## src/rtl/mem_wb_queue.sv

```systemverilog
// mem_wb_queue: DEPTH-entry in-order queue between the MEM stage and the
// register-file write port. It replaces a single MEM/WB register so the
// write-back side can stall without freezing MEM.
//
// Ports:
//   clk, rst        clock; synchronous active-high reset
//   flush           synchronous discard of every queued entry
//   mem_valid/ready MEM-side handshake; mem_wd/mem_wreg/mem_wdata payload
//   wb_valid/ready  WB-side handshake; wb_wd/wb_wreg/wb_wdata head entry
//   wb_count        current occupancy (0..DEPTH)
//
// Handshake: a transfer happens on a rising edge where valid && ready are
// both high. mem_ready comes from registered occupancy only (never from
// wb_ready), so a full queue does not pass data through in the same cycle.
// While wb_valid=1 and wb_ready=0 the wb_* payload is held constant.
module mem_wb_queue #(
  parameter int DATA_W     = 32,
  parameter int ADDR_W     = 5,
  parameter int DEPTH      = 2,
  parameter int ZERO_GUARD = 1
) (
  input  logic                     clk,
  input  logic                     rst,
  input  logic                     flush,
  input  logic                     mem_valid,
  output logic                     mem_ready,
  input  logic [ADDR_W-1:0]        mem_wd,
  input  logic                     mem_wreg,
  input  logic [DATA_W-1:0]        mem_wdata,
  output logic                     wb_valid,
  input  logic                     wb_ready,
  output logic [ADDR_W-1:0]        wb_wd,
  output logic                     wb_wreg,
  output logic [DATA_W-1:0]        wb_wdata,
  output logic [$clog2(DEPTH):0]   wb_count
);

  localparam int PTR_W = $clog2(DEPTH);
  localparam int CNT_W = PTR_W + 1;
  localparam logic [CNT_W-1:0] FULL_COUNT = CNT_W'(DEPTH);

  logic [ADDR_W-1:0] wd_mem   [DEPTH];
  logic              wreg_mem [DEPTH];
  logic [DATA_W-1:0] data_mem [DEPTH];

  logic [PTR_W-1:0] wr_ptr;
  logic [PTR_W-1:0] rd_ptr;
  logic [CNT_W-1:0] count;

  logic not_empty;
  logic push;
  logic pop;
  logic wreg_guarded;

  always_comb begin
    not_empty    = (count != '0);
    mem_ready    = !rst && (count < FULL_COUNT);
    push         = mem_valid && mem_ready && !flush;
    pop          = not_empty && wb_ready && !flush;
    // Writes to x0 are kept as entries but never enable the regfile write.
    wreg_guarded = mem_wreg && !((ZERO_GUARD != 0) && (mem_wd == '0));
  end

  // Occupancy and pointers. Full/empty comes from count, so pointers are
  // free to wrap at DEPTH without an extra lap bit.
  always_ff @(posedge clk) begin
    if (rst || flush) begin
      wr_ptr <= '0;
      rd_ptr <= '0;
      count  <= '0;
    end else begin
      if (push) wr_ptr <= wr_ptr + 1'b1;
      if (pop)  rd_ptr <= rd_ptr + 1'b1;
      count <= count + CNT_W'(push) - CNT_W'(pop);
    end
  end

  // Entry storage is not cleared on reset or flush; count gates visibility.
  always_ff @(posedge clk) begin
    if (push) begin
      wd_mem[wr_ptr]   <= mem_wd;
      wreg_mem[wr_ptr] <= wreg_guarded;
      data_mem[wr_ptr] <= mem_wdata;
    end
  end

  always_comb begin
    wb_valid = not_empty;
    wb_count = count;
    wb_wd    = not_empty ? wd_mem[rd_ptr]   : '0;
    wb_wreg  = not_empty ? wreg_mem[rd_ptr] : 1'b0;
    wb_wdata = not_empty ? data_mem[rd_ptr] : '0;
  end

endmodule

```

## config.mk

```make
export PLATFORM = sky130hd
export DESIGN_NAME = mem_wb_queue
export DESIGN_NICKNAME = d
export VERILOG_FILES = /design/src/rtl/mem_wb_queue.sv
export SDC_FILE = /design/constraint.sdc
export NUM_CORES = 1
export LEC_CHECK = 0
export CAP_MARGIN = 10
export CORE_ASPECT_RATIO = 0.6
export CORE_MARGIN = 3
export CORE_UTILIZATION = 39
export CTS_CLUSTER_SIZE = 24
export DETAILED_ROUTE_END_ITERATION = 16
export HOLD_SLACK_MARGIN = 0.1
export PLACE_DENSITY_LB_ADDON = 0.3
export SLEW_MARGIN = 40
export SYNTH_ARGS = -nofsm -noshare
export SYNTH_HDL_FRONTEND = slang
export SYNTH_SLANG_ARGS = --single-unit
```

## constraint.sdc

```tcl
create_clock -name clk -period 3.2 [get_ports clk]
set_input_delay 0.64 -clock clk [delete_from_list [all_inputs] [get_ports clk]]
set_output_delay 0.64 -clock clk [all_outputs]
set_load 0.005 [all_outputs]
```

==> run_summary.xml <==
<?xml version="1.0" encoding="UTF-8"?>
<metrics>
  <group name="setup_path">
    <metric name="critical_path_required" unit="ns">2.56</metric>
    <metric name="timing.critical_path.fanout_max" unit="">22</metric>
    <metric name="crit_arrival" unit="ns">2.08</metric>
    <metric name="worst-setup-path-type" unit="">flip-flop to output pin</metric>
    <metric name="start_kind" unit="">flip-flop</metric>
    <metric name="cp_endpoint_kind" unit="">output pin</metric>
  </group>
  <group name="placement">
    <metric name="numPortBuffers" unit="">84</metric>
    <metric name="gp_congestion" unit="">0.749</metric>
    <metric name="post-place-cells" unit="">375</metric>
    <metric name="post-dp-hpwl" unit="µm">4210</metric>
  </group>
  <group name="floorplan">
    <metric name="die_height" unit="µm">75.2</metric>
    <metric name="effective_utilization_at_floorplan" unit="%">41.4</metric>
    <metric name="die_w" unit="µm">121</metric>
    <metric name="dieArea" unit="µm²">9120</metric>
    <metric name="core" unit="µm²">7510</metric>
    <metric name="boundaryPins" unit="">85</metric>
    <metric name="std_cell_rows" unit="">24</metric>
  </group>
  <group name="yosys">
    <metric name="most_common_library_cells_after_synthesis" unit="">edfxtp_1 (76), nor2_1 (43), mux2i_1 (38)</metric>
    <metric name="synth_cell_type_count" unit="">20</metric>
    <metric name="synth_most_common_cell" unit="">edfxtp_1</metric>
    <metric name="netlist.area_leader.share" unit="%">73.3</metric>
    <metric name="yosys_register_bits" unit="">81</metric>
    <metric name="number_of_nets_produced_by_synthesis" unit="">234</metric>
    <metric name="netlist_area" unit="µm²">3110</metric>
    <metric name="synth_edf_count" unit="">76</metric>
    <metric name="synth_top_cells_by_area" unit="">edfxtp_1 (73%), mux2i_1 (12%), nor2_1 (5.2%), dfxtp_1 (3.2%), xnor2_1 (0.84%)</metric>
    <metric name="synth.avg_cell_area" unit="µm²">16.5</metric>
    <metric name="synth_top_area_cell" unit="">edfxtp_1</metric>
    <metric name="post_synth_inst_count" unit="">189</metric>
    <metric name="synth_flop_cell" unit="">edfxtp_1</metric>
    <metric name="synth.yosys.warnings" unit="">0</metric>
    <metric name="asyncSetResetFlopFracSynth" unit="%">0</metric>
    <metric name="synth_seq_area_share" unit="%">76.6</metric>
  </group>
  <group name="grt">
    <metric name="globalRouteOverflowTotal" unit="">0</metric>
    <metric name="grt_antenna_before_repair" unit="">0</metric>
    <metric name="first_pass_grt_wire_length" unit="µm">9450</metric>
    <metric name="first_global_vias" unit="">1823</metric>
    <metric name="track_usage" unit="%">14.4</metric>
    <metric name="maximum_number_of_pins_on_one_net_before_global_route_repair" unit="">39</metric>
  </group>
  <group name="sta">
    <metric name="timing_hold_violations_final" unit="">0</metric>
    <metric name="timing.slew.headroom" unit="%">63.6</metric>
    <metric name="achievable-frequency" unit="GHz">0.368</metric>
    <metric name="grt_setup_unrepaired" unit="">false</metric>
    <metric name="finalSetupViolations" unit="">0</metric>
    <metric name="clock-skew-final" unit="ns">0.00701</metric>
    <metric name="slew_viol_final" unit="">0</metric>
    <metric name="tightestPinTransition" unit="ns">0.546</metric>
    <metric name="setup_total_negative_slack" unit="ns">0</metric>
    <metric name="post-route-min-period" unit="ns">2.72</metric>
    <metric name="fin_hold_ws" unit="ns">0.606</metric>
    <metric name="final_min_period_over_clock_period" unit="%">85.0</metric>
  </group>
  <group name="clocking">
    <metric name="clk_pin_slew_worst_paths" unit="ns">0.06</metric>
    <metric name="clk-insertion-delay-late" unit="ns">0.33</metric>
    <metric name="clock-sinks" unit="">81</metric>
    <metric name="cts.repair_timing.setup_buffer_count" unit="">0</metric>
    <metric name="tritoncts" unit="">built</metric>
    <metric name="clock_tree.htree_level_count" unit="">3</metric>
    <metric name="number_of_cells_upsized_or_downsized_after_cts" unit="">0</metric>
    <metric name="cts_root_buf" unit="">clkbuf_16</metric>
    <metric name="numCtsBuffers" unit="">9</metric>
    <metric name="hold_buffers" unit="">0</metric>
    <metric name="clock_path_buffers" unit="">2</metric>
  </group>
  <group name="detailed_routing">
    <metric name="detail_route.vias_per_cell" unit="">4.71</metric>
    <metric name="drt-initial-drc-count" unit="">113</metric>
    <metric name="detail_route.wirelength" unit="µm">6370</metric>
    <metric name="post-route-drc-count" unit="">0</metric>
    <metric name="detailroute.via_count" unit="">1842</metric>
    <metric name="routed_wire_length_per_instance" unit="µm">16.3</metric>
    <metric name="drtAntennaViolNets" unit="">0</metric>
    <metric name="drt_first_pass_iters" unit="">4</metric>
  </group>
  <group name="outcome">
    <metric name="run_status" unit="">finished clean</metric>
  </group>
  <group name="layout">
    <metric name="final_cells" unit="">391</metric>
    <metric name="layout-drive-gt1-share" unit="%">8.36</metric>
    <metric name="nets" unit="">327</metric>
    <metric name="diodes" unit="">0</metric>
    <metric name="layout.core_utilization" unit="%">59.0</metric>
    <metric name="area_growth_syn_to_layout" unit="%">42.2</metric>
  </group>
  <group name="power_and_ir_drop">
    <metric name="power_density" unit="nW/µm²">536</metric>
    <metric name="vdd_drop_max" unit="V">0.000278</metric>
    <metric name="cellLeakagePower" unit="µW">0.00143</metric>
  </group>
  <group name="job">
    <metric name="cap_viol_max_count" unit="">0</metric>
  </group>
  <group name="worst_hold_path">
    <metric name="holdCritPathClass" unit="">flip-flop to flip-flop</metric>
  </group>
</metrics>
-- layer usage --
layer  global-route usage (%)  vias to the layer above  wire length, µm
li1                         -                      877                -
met1                     19.1                      882             2940
met2                     20.8                       74             2750
met3                     6.98                        9              606
met4                     4.97                        0               70
met5                        0                        -                0
-- sequential cells by signal, indices dropped and copies added (netlist names), named ones only --
register / flops
data_mem: 64
wd_mem: 10
wb_count: 2
rd_ptr: 1
wreg_mem: 2
wr_ptr: 1
-- report_power, final --
group          switching, µW  internal, µW
registers               6.66          1180
clock network            377           678
logic                   51.1          78.0
-- logic make-up (layout without fill, tap and decap cells) --
| logic type | Yosys count | after routing | synth area share (%) |
|---|---|---|---|
| and+or+nand+nor | 52 | 52 | 6.84 |
| DFF | 81 | 81 | 76.6 |
| AOI/OAI and AO/OA | 2 | 2 | 0.402 |
| xor gates and xnor gates | 4 | 4 | 1.13 |
| adders and majority gates | 2 | 2 | 0.804 |
| muxes | 38 | 38 | 12.2 |
| buffers and inverters | 10 | 108 | 2.05 |
-- area by class of cell --
| cell class | count | area, µm² |
|---|---|---|
| inverters | 2 | 7.51 |
| well taps | 104 | 130 |
| fillers | 612 | 3080 |
| flip-flops and latches | 81 | 2380 |
| clock inverters | 6 | 82.6 |
| clock buffers | 10 | 229 |
| multi-input cells | 98 | 682 |
| repair buffers | 90 | 911 |
-- stage by stage --
stage               worst slack, ns  instance area (µm²)  total power (µW)
finish                        0.480                 4430              2370
global route                  0.360                 4430              2450
CTS                           0.466                 4430              2400
detailed placement            0.657                 4110              1340
global placement              0.733                 4110              1340
floorplan                     0.225                 3110              1240
-- path summary, 6_finish.rpt --
check                         start                     end  slack [ns]  cells after the start
min reg2reg     wr_ptr$_SDFFE_PP0P_     wr_ptr$_SDFFE_PP0P_        0.61                      2
max reg2reg  wb_count[1]$_SDFF_PP0_  wb_count[1]$_SDFF_PP0_        1.29                      8
min             wr_ptr$_SDFFE_PP0P_     wr_ptr$_SDFFE_PP0P_        0.61                      2
max                       flip-flop            wb_wdata[19]        0.48                      4
-- placed cells by master, fill, tap and decap left out --
cell / n
nor2_4: 2
mux2i_1: 38
dfxtp_1: 4
clkinv_4: 1
buf_12: 2
or4_1: 1
o21a_1: 1
nor2b_1: 1
inv_1: 2
clkbuf_16: 9
clkinv_2: 2
and3_2: 1
xor2_1: 1
clkbuf_1: 1
xnor2_1: 3
edfxtp_1: 76
o21ai_0: 1
clkinv_1: 1
clkdlybuf4s50_1: 84
dfxtp_2: 1
bufinv_16: 2
nand2_1: 1
nor3_1: 3
buf_4: 4
ha_1: 2
nor2_1: 41
and2_1: 2
-- worst max-delay path: stages, from the launching register on --
cell             delay, ns
dfxtp_2               0.66
buf_12                0.27
mux2i_1               0.09
nor2_1                0.18
clkdlybuf4s50_1       0.54
Power figures use the tool's default switching activity.
